**config.mk**
```make
export PLATFORM = sky130hd
export DESIGN_NAME = ram_req_ctrl
export DESIGN_NICKNAME = d
export VERILOG_FILES = /design/src/rtl/ram_pkg.sv /design/src/rtl/ram_clear_seq.sv /design/src/rtl/ram_req_ctrl.sv
export SDC_FILE = /design/constraint.sdc
export NUM_CORES = 1
export LEC_CHECK = 0
export CORE_MARGIN = 1
export CORE_UTILIZATION = 38
export CTS_CLUSTER_DIAMETER = 50
export DETAILED_ROUTE_END_ITERATION = 7
export PLACE_DENSITY = 0.76
export SLEW_MARGIN = 20
export SYNTH_ARGS = -nofsm -noshare
export SYNTH_HDL_FRONTEND = slang
export SYNTH_HIERARCHICAL = 1
export SYNTH_SLANG_ARGS = --single-unit
```
**constraint.sdc**
```tcl
create_clock -name clk -period 1.3 [get_ports clk]
set_clock_uncertainty 0.1 [all_clocks]
set_input_delay 0.26 -clock clk [delete_from_list [all_inputs] [get_ports clk]]
set_output_delay 0.26 -clock clk [all_outputs]
set_load 0.05 [all_outputs]
```
**src/rtl/ram_pkg.sv**
```systemverilog
// Shared parameters and FSM state type for the RAM request sequencer.
package ram_pkg;
  localparam int AW_DEF    = 4;
  localparam int DW_DEF    = 8;
  localparam int DEPTH_DEF = 2 ** AW_DEF;

  typedef enum logic {
    IDLE  = 1'b0,
    CLEAR = 1'b1
  } ctrl_state_e;
endpackage

```
**src/rtl/ram_clear_seq.sv**
```systemverilog
// Clear-sweep address counter: walks 0..DEPTH-1 while enabled and pulses clr_done after the last address.
module ram_clear_seq
  import ram_pkg::*;
#(
  parameter int AW = AW_DEF
) (
  input  logic          clk,
  input  logic          rst_n,
  input  logic          start,
  input  logic          en,
  output logic [AW-1:0] cnt,
  output logic          last,
  output logic          clr_done
);
  // Terminal count is all-ones; the counter parks at 0 afterwards instead of re-wrapping.
  assign last = &cnt;

  always_ff @(posedge clk or negedge rst_n) begin
    if (!rst_n) begin
      cnt      <= '0;
      clr_done <= 1'b0;
    end else begin
      clr_done <= en && last;
      if (start || (en && last)) cnt <= '0;
      else if (en)               cnt <= cnt + AW'(1);
    end
  end
endmodule

```
**src/rtl/ram_req_ctrl.sv**
```systemverilog
// Request sequencer for the single-port RAM: valid/ready requests in, one-hot RAM enables out,
// read responses aligned to the RAM's registered dout, plus a full-memory zero sweep.
//
//   state | meaning
//   IDLE  | accepts read/write requests
//   CLEAR | issues one zero write per cycle, addresses 0..DEPTH-1
module ram_req_ctrl
  import ram_pkg::*;
#(
  parameter int AW = AW_DEF,
  parameter int DW = DW_DEF
) (
  input  logic          clk,
  input  logic          rst_n,
  input  logic          req_valid,
  output logic          req_ready,
  input  logic          req_write,
  input  logic [AW-1:0] req_addr,
  input  logic [DW-1:0] req_wdata,
  input  logic          clr_start,
  output logic          busy,
  output logic          clr_done,
  output logic          rsp_valid,
  output logic [AW-1:0] rsp_addr,
  output logic [DW-1:0] rsp_data,
  output logic          ram_w_en,
  output logic          ram_r_en,
  output logic [AW-1:0] ram_addr,
  output logic [DW-1:0] ram_din,
  input  logic [DW-1:0] ram_dout
);
  ctrl_state_e   state, state_nxt;
  logic          accept;
  logic          clr_go;
  logic          clr_last;
  logic [AW-1:0] clr_addr;
  logic          wr_q, rd_q;
  logic [AW-1:0] addr_q;
  logic [DW-1:0] din_q;

  assign req_ready = (state == IDLE) && !clr_start;
  assign accept    = req_valid && req_ready;
  assign clr_go    = (state == IDLE) && clr_start;
  assign busy      = (state == CLEAR);

  always_ff @(posedge clk or negedge rst_n) begin
    if (!rst_n) state <= IDLE;
    else        state <= state_nxt;
  end

  always_comb begin
    state_nxt = state;
    case (state)
      IDLE:    if (clr_start) state_nxt = CLEAR;
      CLEAR:   if (clr_last)  state_nxt = IDLE;
      default: state_nxt = IDLE;
    endcase
  end

  ram_clear_seq #(.AW(AW)) u_clear_seq (
    .clk      (clk),
    .rst_n    (rst_n),
    .start    (clr_go),
    .en       (busy),
    .cnt      (clr_addr),
    .last     (clr_last),
    .clr_done (clr_done)
  );

  // During a sweep the port registers track the clear address so they hold the last issued
  // values once the block drops back to IDLE.
  always_ff @(posedge clk or negedge rst_n) begin
    if (!rst_n) begin
      wr_q      <= 1'b0;
      rd_q      <= 1'b0;
      addr_q    <= '0;
      din_q     <= '0;
      rsp_valid <= 1'b0;
      rsp_addr  <= '0;
    end else begin
      wr_q      <= accept && req_write;
      rd_q      <= accept && !req_write;
      rsp_valid <= rd_q;
      if (rd_q) rsp_addr <= addr_q;
      if (accept) begin
        addr_q <= req_addr;
        if (req_write) din_q <= req_wdata;
      end else if (busy) begin
        addr_q <= clr_addr;
        din_q  <= '0;
      end
    end
  end

  // A read can only be in its enable cycle when the sweep has not yet started, so the enables stay one-hot.
  assign ram_w_en = wr_q | busy;
  assign ram_r_en = rd_q;
  assign ram_addr = busy ? clr_addr : addr_q;
  assign ram_din  = busy ? '0 : din_q;
  assign rsp_data = ram_dout;
endmodule

```
==> results of run 1 <==
[how the worst min path moves through the flow]
stage / from / endpoint
after floorplan: rst_n / addr_q[0]
after global placement: ram_dout[2] / rsp_data[2]
after detailed placement: ram_dout[2] / rsp_data[2]
after CTS: rst_n / ram_r_en
after global routing: rst_n / ram_r_en
final: rst_n / ram_r_en
[sequential cells by signal, indices dropped and copies added (netlist names)]
register              count
ram_r_en                  1
din_q                     8
wr_q                      1
busy                      1
u_clear_seq/clr_done      1
u_clear_seq/cnt           4
rsp_addr                  4
addr_q                    4
rsp_valid                 1
[critical path: cells and delay by family, from the launching register on]
kind	cells	cell delay, ps
flip-flops	1	560
AND/OR/NAND/NOR	2	220
buffers and inverters	2	290
[repair_timing]
| item | 4_1_cts | 5_1_grt |
|---|---|---|
| gates resized for setup | 8 | 1 |
| endpoints found under the hold margin | 0 | 0 |
| buffers inserted | 8 | 3 |
| endpoints found under the setup margin | 33 | 36 |
| pin swaps | 3 | 3 |
[power breakdown]
| group | switching (mW) | total (mW) | internal (mW) |
|---|---|---|---|
| clock network | 0.247 | 0.365 | 0.118 |
| registers | 0.216 | 1.21 | 0.989 |
| logic | 1.29 | 2.64 | 1.35 |
[layer usage]
metal / routed length [um] / up-vias / part of all wire, % / track usage [%]
li1: - / 474 / - / -
met1: 1156 / 472 / 41 / 20.86
met2: 1491 / 30 / 53 / 30.79
met3: 124 / 9 / 4.4 / 3.030
met4: 65 / 0 / 2.3 / 8.638
met5: 0 / - / 0 / 0
[synthesized netlist by cell type, types with 2 or more instances]
cell type and number:
dfrtp_1 25, nor2b_1 11, nand2_1 10, buf_4 8
mux2_4 8, and2b_1 6, nand2b_1 5, a21oi_1 4
mux2_2 4, nand4bb_1 4, o211ai_1 4, nor2_1 3
and3_1 2, buf_2 2
[cells in the final DEF (no fill, tap or decap)]
cell,count
buf_12,26
dfrtp_1,23
clkdlybuf4s50_1,16
buf_4,15
nor2b_4,9
mux2_4,8
and2b_1,6
nand2_2,5
nand2b_4,4
nand2_8,4
nand4bb_1,4
o211ai_1,4
a21oi_1,4
mux2_2,4
clkbuf_4,3
buf_6,3
and3_1,2
nor2b_1,2
nand2_1,2
nor2_1,2
nor2_4,1
and2b_4,1
nor4b_2,1
or2_4,1
and3b_1,1
dfrtp_4,1
clkinvlp_4,1
dfrtp_2,1
and2_1,1
o21ai_0,1
or3_1,1
xor2_1,1
nand3b_1,1
nand2b_1,1
a31oi_1,1
mux2i_1,1
ha_1,1
[logic make-up (layout without fill, tap and decap cells)]
group,after synthesis,count (layout),share of synthesized area [%]
xor+xnor,1,1,0.6844
flops,25,25,48.88
simple gates,49,49,24.34
mux,13,13,13.69
buf+inv,12,64,6.647
fa+ha+maj,1,1,0.9774
compound gates,10,10,4.790
[through the flow]
step,setup TNS [ps],worst slack [ps],cell area [um^2]
after global routing,-8231,-505.1,2301
after floorplan,-3242,-157.7,1490
after global placement,-4590,-304.9,2170
final,-6808,-458.8,2301
after CTS,-7152,-475.7,2286
after detailed placement,-5260,-337.9,2170
[cell type report]
cell class / instances / share of cell area (%)
clock inverters: 1 / 0.3263
flip-flops and latches: 25 / 27.41
clock buffers: 3 / 0.9788
repair buffers: 60 / 35.94
multi-input cells: 74 / 32.95
well taps: 44 / 2.393
==> flow_metrics.env, run 1 <==
export IMPL_synth_top_area_cell="dfrtp_1"
export IMPL_cts_buffers=3
export IMPL_cp_startpoint="busy"
export IMPL_synth_edf_count=0
export IMPL_dieArea_um2=3604
export IMPL_ir_drop_mv=1.004
export IMPL_utilization_pct=73.56
export IMPL_cts_buffer_depth=2
export IMPL_rsz0062_at_grt="true"
export IMPL_drt_first_pass_iters=4
export IMPL_io_buffers=38
export IMPL_fin_nets=190
export IMPL_yosysWarningCount=6
export IMPL_drt_total_wl_um=2838
export IMPL_overflow=0
export IMPL_synth_area_leaders="dfrtp_1 49%, mux2_4 9.4%, nor2b_1 5.4%, buf_4 4.7%, and2b_1 3.5%"
export IMPL_seq_area_frac_synth_pct=48.88
export IMPL_area_delta_synth_final_pct=79.77
export IMPL_tritoncts="yes"
export IMPL_htree_levels=1
export IMPL_grt_max_degree=26
export IMPL_yosys_area_top_type_share_pct=48.88
export IMPL_cp_slowest_cell="dfrtp_4"
export IMPL_worstPathMaxFanout=6
export IMPL_cts_sinks=25
export IMPL_end_kind="output pin"
export IMPL_synth_cells=111
export IMPL_final_seq_area_um2=630.6
export IMPL_grt_pass1_wl_um=4526
export IMPL_cp_arrival_ps=1400
export IMPL_power_total_mw=4.213
export IMPL_vias_per_cell=4.758
export IMPL_start_kind="flop"
export IMPL_report_final_slew_viol_count=0
export IMPL_path_class="reg2out"
export IMPL_hold_class="in2async"
export IMPL_fmax_mhz=568.6
export IMPL_dp_hpwl_um=2143
export IMPL_hold_viol_final=0
export IMPL_reg2reg_slack_ps=-230
export IMPL_required_ps=940
export IMPL_nFillCells=208
export IMPL_critPathCapture="ram_addr[1]"
export IMPL_path_clk_slew_ps=140
export IMPL_layout_min_cycle_time_ps=1759
export IMPL_layout_setup_ws_ps=-458.8
export IMPL_drive_above_1_share_pct=53.99
export IMPL_r2r_cells=5
export IMPL_powerDensity_nw_per_um2=1831
export IMPL_synth_fp_nets=137
export IMPL_cts_root_buf="clkbuf_4"
export IMPL_grt_pass1_vias=975
export IMPL_netlist_area_um2=1280
export IMPL_vias=985
export IMPL_dieHeight_um=60.04
export IMPL_synth_main_ff_cell="dfrtp_1"
export IMPL_holdWs_ps=157.8
export IMPL_synth_seq_cells=25
export IMPL_critPathMaxStageDelay_ps=560
export IMPL_multi_input_area_um2=758.2
export IMPL_routabilityCongestion=0.7491
export IMPL_maxSlewHeadroom_pct=85.56
export IMPL_drtIter0Drc=17
export IMPL_async_flop_share_pct=100.0
export IMPL_p_leak_nw=1.027
export IMPL_outcome="finished with violations"
export IMPL_diodes=0
export IMPL_worstPathCellList="buf_6, nand2b_4, nand2_8, buf_12"
export IMPL_r2r_end="u_clear_seq/cnt[3]"
export IMPL_start_util_pct=40.92
export IMPL_core_area_um2=3128
export IMPL_ant_nets=0
export IMPL_setup_viol_count_final=27
export IMPL_r2r_start="busy"
export IMPL_antenna_found_initial=0
export IMPL_die_x_um=60.04
export IMPL_synth_cell_types=29
export IMPL_io_pins=55
export IMPL_violations="setup timing"
export IMPL_post_drt_wl_per_cell_um=13.71
export IMPL_worst_pin_slew_ps=216.0
export IMPL_finalNonFillerCells=207
export IMPL_drt_drc_violations_left=0
export IMPL_syn_area_per_cell_um2=11.53
export IMPL_clkLatencyLatePin_ps=340
export IMPL_gr_usage_all_layers_pct=17.66
export IMPL_postCtsHoldBufs=0
export IMPL_maxCapViolations=0
export IMPL_rows=20
export IMPL_finalCritPeriodShare_pct=135.3
export IMPL_dp_cells=193
No activity file was read; power rests on OpenSTA's default activity.
==> run 2, diff against run 1 <==
==> constraint.sdc (replaced) <==
create_clock -name clk -period 1.3 [get_ports clk]
set_clock_uncertainty 0.1 [all_clocks]
set_input_delay 0.13 -clock clk [delete_from_list [all_inputs] [get_ports clk]]
set_output_delay 0.13 -clock clk [all_outputs]
set_load 0.05 [all_outputs]
==> flow_metrics.env, run 2 (synthesis gave the netlist of run 1 again) <==
export IMPL_outcome="finished with violations"
export IMPL_violations="setup timing"
export IMPL_rsz0062_at_grt="true"
export IMPL_htree_levels=1
export IMPL_path_class="reg2out"
export IMPL_io_buffers=38
export IMPL_grt_pass1_wl_um=4899
export IMPL_drt_first_pass_iters=4
export IMPL_internal_power_mw=2.506
export IMPL_cp_arrival_ps=1400
export IMPL_setup_viol_count_final=32
export IMPL_largest_register="din_q"
export IMPL_fmax_mhz=612.5
export IMPL_power_total_mw=4.254
export IMPL_cts_buffers=3
export IMPL_postCtsHoldBufs=0
export IMPL_core_area_um2=3128
export IMPL_dpl_worst_slack_ps=-228.7
export IMPL_layout_min_cycle_time_ps=1633
export IMPL_start_util_pct=40.92
export IMPL_area_delta_synth_final_pct=85.92
export IMPL_drive_above_1_share_pct=56.40
export IMPL_die_x_um=60.04
export IMPL_worst_pin_slew_ps=314.5
export IMPL_final_seq_area_um2=630.6
export IMPL_final_area_um2=2380
export IMPL_rows=20
export IMPL_largest_reg_flops=8
export IMPL_vias=1053
export IMPL_post_drt_wl_per_cell_um=14.87
export IMPL_required_ps=1070
export IMPL_vias_per_cell=4.875
export IMPL_layout_commonest_cell="buf_12"
export IMPL_nFillCells=202
export IMPL_cts_sinks=25
export IMPL_worstPathMaxFanout=7
export IMPL_diodes=0
export IMPL_fin_nets=199
export IMPL_cts_buffer_depth=2
export IMPL_routabilityCongestion=0.7445
export IMPL_placed_cell_area_um2=2062
export IMPL_drt_drc_violations_left=0
export IMPL_hold_viol_final=0
export IMPL_gr_usage_all_layers_pct=18.54
export IMPL_holdWs_ps=66.77
export IMPL_clkLatencyLatePin_ps=320
export IMPL_drtIter0Drc=32
export IMPL_report_final_slew_viol_count=0
export IMPL_cts_root_buf="clkbuf_4"
export IMPL_antenna_found_initial=0
export IMPL_p_leak_nw=1.081
export IMPL_ant_nets=0
export IMPL_io_pins=55
export IMPL_layout_setup_ws_ps=-332.8
export IMPL_dp_hpwl_um=2074
export IMPL_multi_input_area_um2=744.5
export IMPL_path_clk_slew_ps=130
export IMPL_switching_share_pct=41.08
export IMPL_final_cell_mix="25 x buf_12, 23 x dfrtp_1, 16 x clkdlybuf4s50_1, 15 x buf_4, 12 x buf_6"
export IMPL_overflow=0
export IMPL_end_kind="output pin"
export IMPL_maxCapViolations=0
export IMPL_dieArea_um2=3604
export IMPL_start_kind="flop"
export IMPL_drt_total_wl_um=3212
export IMPL_combinationalPowerShare_pct=63.5
export IMPL_grt_max_degree=26
export IMPL_powerDensity_nw_per_um2=1788
export IMPL_pwr_share_clk_pct=8.0
export IMPL_grt_pass1_vias=1065
export IMPL_maxSlewHeadroom_pct=79.03
export IMPL_hold_class="in2async"
export IMPL_dieHeight_um=60.04
export IMPL_switching_power_mw=1.747
export IMPL_tritoncts="yes"
export IMPL_ir_drop_mv=1.153
export IMPL_finalCritPeriodShare_pct=125.6
export IMPL_p_seq_share_pct=28.5
-- run 2: cell types whose count changed in the layout (fill, tap and decap cells not counted), sizes merged --
cell / delta
clkbuf: +1
buf: +9
clkinvlp: -1
-- run 2: layout make-up --
| cell class | instances | share of cell area, % |
|---|---|---|
| clock buffer | 4 | 1.104 |
| multi-input combinational | 74 | 31.28 |
| sequential | 25 | 26.50 |
| tap | 44 | 2.313 |
| timing repair buffer | 69 | 38.80 |
-- run 2: worst max-delay path, cell delays in order (launching register included) --
cell and delay [ps]:
dfrtp_4 520, buf_6 150, buf_12 120, nor2b_4 140, buf_12 150
-- run 2: path summary, 6_finish.rpt --
path	slack, ps	start	cells past startpoint	end
worst max-delay path	-330	busy	4	ram_din[5]
worst min-delay path	70	rst_n	2	din_q[3]
worst max register to register	-210	busy	6	addr_q[1]
worst min register to register	430	ram_r_en	0	rsp_valid
max in group asynchronous	770	rst_n	2	busy
min in group clk	160	ram_dout[1]	0	rsp_data[1]
-- run 2: metal layers --
layer	vias to the layer above	GRT usage, %	routed length (um)
met5	-	0	0
met4	0	6.312	49
met3	8	3.030	138
met2	37	32.38	1718
met1	514	23.10	1305
li1	494	-	-
-- run 2: timing repair --
action	4_1_cts	5_1_grt
resized for setup	9	23
setup endpoints to repair	32	31
endpoints found under the hold margin	0	0
setup buffers	4	16
pin swaps	0	9
-- run 2: power by group through the flow --
stage / sequential, mW / clock (mW) / combinational, mW
after detailed placement: 1.26 / 0 / 2.22
after CTS: 1.20 / 0.344 / 2.39
after floorplan: 1.40 / 0 / 1.09
after global routing: 1.24 / 0.388 / 2.84
final: 1.21 / 0.342 / 2.70
after global placement: 1.24 / 0 / 2.17
-- run 2: through the flow --
stage	util [%]	cells	setup TNS (ps)
after floorplan	-	111	-1817
after global placement	65.92	192	-2279
after detailed placement	65.92	192	-2948
after CTS	68.96	200	-5262
after global routing	76.08	216	-8233
final	76.08	216	-6723
